`src/rtl/seven_seg_scan_ctrl.sv`:
```
// Seven-segment bank controller: binary-to-BCD via shift-add-3, atomic digit commit,
// and common-anode scan with leading-zero and overflow blanking.

module seven_seg_decoder (
   input  logic [3:0] digit,
   output logic [6:0] seg
);
   // {g,f,e,d,c,b,a}, active-low; anything above 9 (incl. the 4'hF blank code) is dark
   always_comb begin
      case (digit)
         4'd0:    seg = 7'b1000000;
         4'd1:    seg = 7'b1111001;
         4'd2:    seg = 7'b0100100;
         4'd3:    seg = 7'b0110000;
         4'd4:    seg = 7'b0011001;
         4'd5:    seg = 7'b0010010;
         4'd6:    seg = 7'b0000010;
         4'd7:    seg = 7'b1111000;
         4'd8:    seg = 7'b0000000;
         4'd9:    seg = 7'b0010000;
         default: seg = 7'b1111111;
      endcase
   end
endmodule

// state   | meaning
// IDLE    | in_ready high, waiting for a value
// CONVERT | one double-dabble iteration per cycle, BIN_W cycles
// COMMIT  | copy BCD result and overflow into the display registers
module seven_seg_scan_ctrl #(
   parameter int BIN_W       = 14,
   parameter int NUM_DIGITS  = 4,
   parameter int REFRESH_DIV = 50000
) (
   input  logic                  clk,
   input  logic                  rst_n,
   input  logic                  in_valid,
   input  logic [BIN_W-1:0]      in_data,
   output logic                  in_ready,
   input  logic                  blank_en,
   output logic                  busy,
   output logic                  ovf,
   output logic [NUM_DIGITS-1:0] an,
   output logic [6:0]            seg
);
   function automatic logic [63:0] pow10(input int n);
      logic [63:0] r;
      r = 64'd1;
      for (int i = 0; i < n; i++) r = r * 64'd10;
      return r;
   endfunction

   localparam int          BCD_W = 4 * NUM_DIGITS;
   localparam int          CNT_W = $clog2(BIN_W + 1);
   localparam int          IDX_W = (NUM_DIGITS > 1) ? $clog2(NUM_DIGITS) : 1;
   localparam int          REF_W = $clog2(REFRESH_DIV);
   localparam logic [63:0] LIMIT = pow10(NUM_DIGITS);

   typedef enum logic [1:0] {IDLE, CONVERT, COMMIT} state_t;

   state_t            state_q, state_d;
   logic [BIN_W-1:0]  bin_q, bin_d;
   logic [BCD_W-1:0]  bcd_q, bcd_d, bcd_adj;
   logic [CNT_W-1:0]  cnt_q, cnt_d;
   logic              pend_q, pend_d;
   logic [BCD_W-1:0]  dig_q, dig_d;
   logic              ovf_q, ovf_d;
   logic              idle_c, busy_c;

   logic [REF_W-1:0]      ref_cnt_q;
   logic [IDX_W-1:0]      idx_q;
   logic [NUM_DIGITS-1:0] an_q;
   logic [6:0]            seg_q, seg_dec;
   logic [NUM_DIGITS-1:0] blank_vec;
   logic                  zero_above;
   logic [3:0]            sel_nib;

   always_ff @(posedge clk or negedge rst_n) begin
      if (!rst_n) begin
         state_q <= IDLE;
         bin_q   <= '0;
         bcd_q   <= '0;
         cnt_q   <= '0;
         pend_q  <= 1'b0;
         dig_q   <= '0;
         ovf_q   <= 1'b0;
      end else begin
         state_q <= state_d;
         bin_q   <= bin_d;
         bcd_q   <= bcd_d;
         cnt_q   <= cnt_d;
         pend_q  <= pend_d;
         dig_q   <= dig_d;
         ovf_q   <= ovf_d;
      end
   end

   always_comb begin
      state_d = state_q;
      bin_d   = bin_q;
      bcd_d   = bcd_q;
      cnt_d   = cnt_q;
      pend_d  = pend_q;
      dig_d   = dig_q;
      ovf_d   = ovf_q;
      idle_c  = 1'b0;
      busy_c  = 1'b0;
      bcd_adj = bcd_q;
      for (int k = 0; k < NUM_DIGITS; k++) begin
         if (bcd_q[4*k +: 4] >= 4'd5) bcd_adj[4*k +: 4] = bcd_q[4*k +: 4] + 4'd3;
      end
      case (state_q)
         IDLE: begin
            idle_c = 1'b1;
            if (in_valid) begin
               bin_d   = in_data;
               bcd_d   = '0;
               cnt_d   = '0;
               pend_d  = (64'(in_data) >= LIMIT);
               state_d = CONVERT;
            end
         end
         CONVERT: begin
            busy_c = 1'b1;
            // the bit shifted out of the top nibble is a lost carry
            {bcd_d, bin_d} = {bcd_adj[BCD_W-2:0], bin_q, 1'b0};
            if (bcd_adj[BCD_W-1]) pend_d = 1'b1;
            cnt_d = cnt_q + CNT_W'(1);
            if (cnt_q == CNT_W'(BIN_W - 1)) state_d = COMMIT;
         end
         COMMIT: begin
            dig_d   = bcd_q;
            ovf_d   = pend_q;
            state_d = IDLE;
         end
         default: state_d = IDLE;
      endcase
   end

   assign in_ready = idle_c && rst_n;
   assign busy     = busy_c;
   assign ovf      = ovf_q;

   always_comb begin
      zero_above = 1'b1;
      blank_vec  = '0;
      for (int k = NUM_DIGITS - 1; k >= 0; k--) begin
         zero_above   = zero_above && (dig_q[4*k +: 4] == 4'd0);
         blank_vec[k] = ovf_q || (blank_en && (k != 0) && zero_above);
      end
      sel_nib = blank_vec[idx_q] ? 4'hF : dig_q[4*idx_q +: 4];
   end

   seven_seg_decoder u_dec (
      .digit (sel_nib),
      .seg   (seg_dec)
   );

   always_ff @(posedge clk or negedge rst_n) begin
      if (!rst_n) begin
         ref_cnt_q <= '0;
         idx_q     <= '0;
         an_q      <= '1;
         seg_q     <= '1;
      end else begin
         if (ref_cnt_q == REF_W'(REFRESH_DIV - 1)) begin
            ref_cnt_q <= '0;
            idx_q     <= (idx_q == IDX_W'(NUM_DIGITS - 1)) ? '0 : idx_q + IDX_W'(1);
         end else begin
            ref_cnt_q <= ref_cnt_q + REF_W'(1);
         end
         an_q  <= ~(NUM_DIGITS'(1) << idx_q);
         seg_q <= seg_dec;
      end
   end

   assign an  = an_q;
   assign seg = seg_q;
endmodule

```
`config.mk`:
```
export PLATFORM = sky130hd
export DESIGN_NAME = seven_seg_scan_ctrl
export DESIGN_NICKNAME = d
export VERILOG_FILES = /design/src/rtl/seven_seg_scan_ctrl.sv
export SDC_FILE = /design/constraint.sdc
export NUM_CORES = 1
export LEC_CHECK = 0
export CAP_MARGIN = 40
export CORE_UTILIZATION = 40
export CTS_BUF_LIST = sky130_fd_sc_hd__clkbuf_8
export CTS_CLUSTER_SIZE = 24
export DETAILED_ROUTE_END_ITERATION = 10
export DONT_BUFFER_PORTS = 1
export PLACE_DENSITY_LB_ADDON = 0.25
export SLEW_MARGIN = 0
export SYNTH_ARGS = -nofsm -noshare
export SYNTH_HDL_FRONTEND = slang
export SYNTH_SLANG_ARGS = --single-unit
```
`constraint.sdc`:
```
create_clock -name clk -period 2.53 [get_ports clk]
set_input_delay 0.6325 -clock clk [delete_from_list [all_inputs] [get_ports clk]]
set_output_delay 0.6325 -clock clk [all_outputs]
set_load 0.05 [all_outputs]
```
==> results.sh, run 1 <==
export IMPL_num_rows=36
export IMPL_max_cap_viol_count=0
export IMPL_yosys_area_top_type="dfrtp_1"
export IMPL_final_nets=427
export IMPL_synth_cell_types=51
export IMPL_crit_type="flip-flop to flip-flop"
export IMPL_placed_area_sq_um=4340
export IMPL_syn_mean_instance_area_sq_um=10.8
export IMPL_slew_headroom=0.608
export IMPL_period_share=0.932
export IMPL_post_route_min_period_ns=2.36
export IMPL_start_util=0.417
export IMPL_ys_seq_area_frac=0.506
export IMPL_port_buffers=0
export IMPL_fin_setup_tns_ns=0
export IMPL_post_synth_top_count_cell="dfrtp_1"
export IMPL_async_reset_ff_frac=1.00
export IMPL_synthesis_area_sq_um=4130
export IMPL_antennaDiodeCount=0
export IMPL_fin_area_sq_um=4590
export IMPL_clock_latency_ns=0.35
export IMPL_synth_area_leaders="dfrtp_1 44%, dfstp_2 7.0%, mux2_2 6.5%, ha_1 5.4%, o21ai_0 3.1%"
export IMPL_endpoint_kind="flip-flop"
export IMPL_dpl_worst_slack_ns=0.103
export IMPL_ys_flop_type="dfrtp_1"
export IMPL_grt_overflow=0
export IMPL_detail_route_wl_per_cell_um=14.9
export IMPL_cts_htree_levels=3
export IMPL_drv_slew=0
export IMPL_synth_cells=381
export IMPL_coreArea_sq_um=9910
export IMPL_drc=0
export IMPL_wl_um=7900
export IMPL_ys_ff_latch=83
export IMPL_grt_pass1_wl_um=13500
export IMPL_antenna_found_initial=1
export IMPL_fillerInstances=930
export IMPL_p_per_area_nw_per_um2=1120
export IMPL_num_vias=2839
export IMPL_setup_slack_ns=0.172
export IMPL_grt_pass1_vias=2762
export IMPL_clock_sinks=83
export IMPL_drive_gt1_frac=0.189
export IMPL_track_usage=0.156
export IMPL_power_leakage_uw=0.00205
export IMPL_drtPass1Iterations=4
export IMPL_numCtsBuffers=9
export IMPL_synthTopCellsByCount="72 x dfrtp_1, 26 x o21ai_0, 24 x mux2_2, 21 x nand2_1, 21 x nor2_1"
export IMPL_finalSetupViolCount=0
export IMPL_fmax_mhz=424
export IMPL_die_w_um=104
export IMPL_io_pins=32
export IMPL_hold_path_class="input port to async pin"
export IMPL_grt_max_degree=73
export IMPL_cts_tree="yes"
export IMPL_root_buffer="clkbuf_8"
export IMPL_rsz0062_at_grt="false"
export IMPL_hold_viol_final=0
export IMPL_first_iter_violations=172
export IMPL_synth_warnings=0
export IMPL_yosysTopAreaCellShare=0.436
export IMPL_dp_hpwl_um=5300
export IMPL_clock_skew_ns=0.0105
export IMPL_ant_nets=0
export IMPL_dieArea_sq_um=10700
export IMPL_die_h_um=104
export IMPL_worst_ep_required_time_ns=2.80
export IMPL_post_cts_setup_buffers=0
export IMPL_routabilityCongestion=0.774
export IMPL_start_kind="flip-flop"
export IMPL_worst_pin_slew_ns=0.587
export IMPL_synth_edff_count=0
export IMPL_vdd_drop_max_mv=0.394
export IMPL_worst_path_max_fanout=6
export IMPL_status="complete, no violations"
export IMPL_synth_nets=417
export IMPL_viasPerCell=5.37
export IMPL_clk_pin_slew_ns=0.09
export IMPL_arrival_ns=2.63
export IMPL_syn_to_final_growth_pct=11.0
export IMPL_clk_path_buf_depth=2
flip-flops by register name, indices dropped and copies added (netlist names):
signal / flops
bcd_q: 16
dig_q: 16
ref_cnt_q: 16
bin_q: 14
seg: 7
an: 4
cnt_q: 4
idx_q: 2
state_q: 2
ovf: 1
pend_q: 1
layout by cell type, fill, tap and decap left out, types with 3 or more instances in the layout:
cell type and instances:
mux2_2 24, dfrtp_1 71, dfstp_2 11, buf_4 15, xor2_1 9, o22ai_1 5, a31oi_1 4, nor3_1 3
ha_1 18, inv_1 23, o31ai_1 5, mux4_2 3, o21ai_0 25, nand2_1 21, clkbuf_8 9, xnor2_1 10
a21oi_1 19, a32o_1 4, nand2b_1 5, nand3_1 11, and3_1 3, nor4_1 5, o32ai_1 3, nand4_1 4
or3_1 8, nor2b_1 14, nor2_1 21, a21o_1 3, a22oi_1 9
power by group:
part,switching [uW],internal [uW],leakage [uW]
clock,467,548,0.000113
sequential,458,1760,0.00105
combinational,1010,903,0.000890
total,1930,3210,0.00205
worst max-delay path, cell delays in order, from the launching register on:
cell and delay (ns):
dfrtp_2 0.45, mux4_2 0.53, or3_2 0.45, ha_1 0.31, o21ai_0 0.18, nand3_1 0.08
or3_1 0.30
worst paths after layout:
kind | depth (start not counted) | to | slack [ns] | from
setup / recovery | 6 | seg[3]$_DFF_PN1_ | 0.17 | idx_q[0]$_DFFE_PN0N_
hold / removal | 0 | seg[2]$_DFF_PN1_ | 0.11 | rst_n
setup reg to reg | 6 | seg[3]$_DFF_PN1_ | 0.17 | idx_q[0]$_DFFE_PN0N_
hold reg to reg | 1 | ref_cnt_q[0]$_DFF_PN0_ | 0.45 | ref_cnt_q[0]$_DFF_PN0_
max in group asynchronous | 1 | idx_q[0]$_DFFE_PN0N_ | 2.06 | rst_n
min in group clk | 2 | bin_q[2]$_DFFE_PN0P_ | 0.43 | in_data[2]
routing by layer:
layer,share of wire,routed length (um),track usage
met5,0,0,0
met3,0.039,308,0.0308
met1,0.48,3780,0.214
met2,0.47,3740,0.246
met4,0.0086,68,0.0528
per-stage QoR:
step | utilization | total power [uW] | instances | hold WS (ns)
5_1_grt | 0.463 | 5550 | 529 | 0.0858
3_5_place_dp | 0.438 | 4130 | 512 | 0.341
4_1_cts | 0.462 | 5190 | 529 | 0.0965
3_3_place_gp | 0.438 | 4060 | 512 | 0.342
6_report | 0.463 | 5140 | 529 | 0.114
2_1_floorplan | - | 3650 | 381 | 0.337
area by class of cell:
type                    instances  area (sq um)  area share
multi-input cells             261          1900       0.414
flip-flops and latches         83          2090       0.456
clock buffers                   9           124      0.0270
well taps                     133           166      0.0363
inverters                      20          75.1      0.0164
clock inverters                 7          87.6      0.0191
repair buffers                 16           140      0.0306
kinds of logic (layout without fill, tap and decap cells):
logic type | after synthesis | in the layout | synth area share
simple gates | 107 | 107 | 0.137
fa+ha+maj | 18 | 18 | 0.0545
flops | 83 | 83 | 0.506
compound gates | 89 | 89 | 0.137
mux | 28 | 28 | 0.0881
buf+inv | 37 | 52 | 0.0375
xor+xnor | 19 | 19 | 0.0403
what timing repair did:
action	CTS	global route
hold buffers	1	0
hold endpoints to repair	72	0
gates resized for setup	0	4
endpoints found under the setup margin	0	2
No activity file was read; power rests on OpenSTA's default activity.
==> run 2: changes to the inputs <==
--- a/config.mk
+++ b/config.mk
@@ -11,6 +11,7 @@
 export CTS_CLUSTER_SIZE = 24
 export DETAILED_ROUTE_END_ITERATION = 10
 export DONT_BUFFER_PORTS = 1
+export HOLD_SLACK_MARGIN = 0.12
 export PLACE_DENSITY_LB_ADDON = 0.25
 export SLEW_MARGIN = 0
 export SYNTH_ARGS = -nofsm -noshare
==> run 2 against run 1 <==
  * Critical path depth is the same
  * Sequential cell count is the same
  * Cell count grew 0.19%
  * Core utilization grew 0.10 points
  * Non-clock buffer count grew 1
  * Total power grew 0.10%
==> results.sh, run 2 (synthesized netlist as in run 1, its figures left out) <==
export IMPL_vdd_drop_max_mv=0.393
export IMPL_crit_family="simple AND/OR/NAND/NOR gates"
export IMPL_worst_ep_required_time_ns=2.80
export IMPL_arrival_ns=2.63
export IMPL_antenna_found_initial=0
export IMPL_detail_route_wl_per_cell_um=14.9
export IMPL_path_cells="mux4_2 > or3_2 > ha_1 > o21ai_0 > nand3_1 > or3_1"
export IMPL_grt_overflow=0
export IMPL_fmax_mhz=425
export IMPL_worst_path_max_fanout=6
export IMPL_pwr_share_clk=0.196
export IMPL_start_util=0.417
export IMPL_grt_pass1_vias=2762
export IMPL_layout_commonest_cell="dfrtp_1"
export IMPL_post_route_min_period_ns=2.36
export IMPL_seqPwrFrac=0.431
export IMPL_p_comb_frac=0.373
export IMPL_reg2reg_depth=6
export IMPL_die_h_um=104
export IMPL_met3_usage=0.0308
export IMPL_drv_slew=0
export IMPL_viasPerCell=5.37
export IMPL_crit_type="flip-flop to flip-flop"
export IMPL_fin_setup_tns_ns=0
export IMPL_hold_path_class="input port to async pin"
export IMPL_clock_skew_ns=0.0101
export IMPL_num_vias=2847
export IMPL_p_int_uw=3210
export IMPL_grt_busiest_layer="met2"
export IMPL_cts_htree_levels=3
export IMPL_track_usage=0.155
export IMPL_root_buffer="clkbuf_8"
export IMPL_met1_usage=0.212
export IMPL_first_iter_violations=183
export IMPL_endpoint_kind="flip-flop"
export IMPL_io_pins=32
export IMPL_routabilityCongestion=0.774
export IMPL_ant_nets=0
export IMPL_top_regs="bcd_q: 16 flops, dig_q: 16 flops, ref_cnt_q: 16 flops"
export IMPL_regArea_sq_um=2090
export IMPL_max_cap_viol_count=0
export IMPL_syn_to_final_growth_pct=11.2
export IMPL_clock_latency_ns=0.35
export IMPL_drtPass1Iterations=4
export IMPL_drc=0
export IMPL_worst_pin_slew_ns=0.588
export IMPL_slew_headroom=0.608
export IMPL_status="complete, no violations"
export IMPL_fillerInstances=931
export IMPL_period_share=0.931
export IMPL_die_w_um=104
export IMPL_hold_ws_ns=0.174
export IMPL_p_sw_uw=1930
export IMPL_max_stage_delay_ns=0.53
export IMPL_grt_max_degree=85
export IMPL_final_cell_mix="71 x dfrtp_1, 25 x o21ai_0, 24 x mux2_2"
export IMPL_multiInputGateArea_sq_um=1900
export IMPL_power_leakage_uw=0.00206
export IMPL_drive_gt1_frac=0.189
export IMPL_critPathSlowestCell="mux4_2"
export IMPL_clock_sinks=83
export IMPL_final_nets=428
export IMPL_dp_hpwl_um=5300
export IMPL_antennaDiodeCount=0
export IMPL_numCtsBuffers=9
export IMPL_grt_pass1_wl_um=13400
export IMPL_wl_um=7920
export IMPL_port_buffers=0
export IMPL_hold_viol_final=0
export IMPL_cts_tree="yes"
export IMPL_finalSetupViolCount=0
export IMPL_use_met2=0.245
export IMPL_critPathBufInv=0
export IMPL_switching_share=0.376
export IMPL_rsz0062_at_grt="false"
export IMPL_num_rows=36
export IMPL_dieArea_sq_um=10700
export IMPL_p_per_area_nw_per_um2=1120
export IMPL_clk_path_buf_depth=2
export IMPL_start_kind="flip-flop"
export IMPL_worst_path_stages=6
export IMPL_coreArea_sq_um=9910
export IMPL_final_util=0.464
export IMPL_clk_pin_slew_ns=0.08
==> run 2: path summary, 6_finish.rpt <==
| check | startpoint | to | slack (ns) |
|---|---|---|---|
| worst min-delay path | rst_n | ovf$_DFFE_PN0N_ | 0.17 |
| worst max register to register | idx_q[0]$_DFFE_PN0N_ | seg[3]$_DFF_PN1_ | 0.17 |
| worst min register to register | ref_cnt_q[0]$_DFF_PN0_ | ref_cnt_q[0]$_DFF_PN0_ | 0.45 |
| worst max-delay path | idx_q[0]$_DFFE_PN0N_ | seg[3]$_DFF_PN1_ | 0.17 |
| min in group clk | in_data[2] | bin_q[2]$_DFFE_PN0P_ | 0.43 |
| max in group asynchronous | rst_n | seg[4]$_DFF_PN1_ | 1.60 |
==> run 2: routing by layer <==
layer | wire length, um | up-vias
met3 | 231 | 11
met5 | 0 | -
met1 | 3850 | 1409
li1 | - | 1390
met4 | 109 | 0
met2 | 3730 | 37
==> run 2: power groups by stage <==
stage | combinational, uW | sequential (uW) | clock [uW]
final | 1920 | 2220 | 1010
after global routing | 2160 | 2290 | 1110
after CTS | 1890 | 2220 | 1050
after detailed placement | 1880 | 2240 | 0
after global placement | 1820 | 2230 | 0
after floorplan | 1510 | 2140 | 0
==> run 2: through the flow <==
stage | power (uW) | instances | setup WS [ns] | instance area [sq um]
final | 5150 | 530 | 0.175 | 4600
after detailed placement | 4130 | 512 | 0.103 | 4340
after global routing | 5560 | 530 | 0.0571 | 4600
after CTS | 5170 | 528 | 0.0949 | 4550
after global placement | 4060 | 512 | 0.146 | 4340
after floorplan | 3650 | 381 | 0.103 | 4130
==> run 2: repair_timing <==
item                       in CTS  in global routing
resized for setup               0                  4
hold endpoints to repair       83                 75
setup endpoints to repair       0                  2
setup buffers                   0                  0
==> run 2: area by class of cell <==
type | count | area share
clock buffer | 9 | 0.0270
multi-input combinational | 261 | 0.414
tap | 133 | 0.0362
inverter | 20 | 0.0163
clock inverter | 7 | 0.0191
sequential | 83 | 0.455
timing repair buffer | 17 | 0.0327
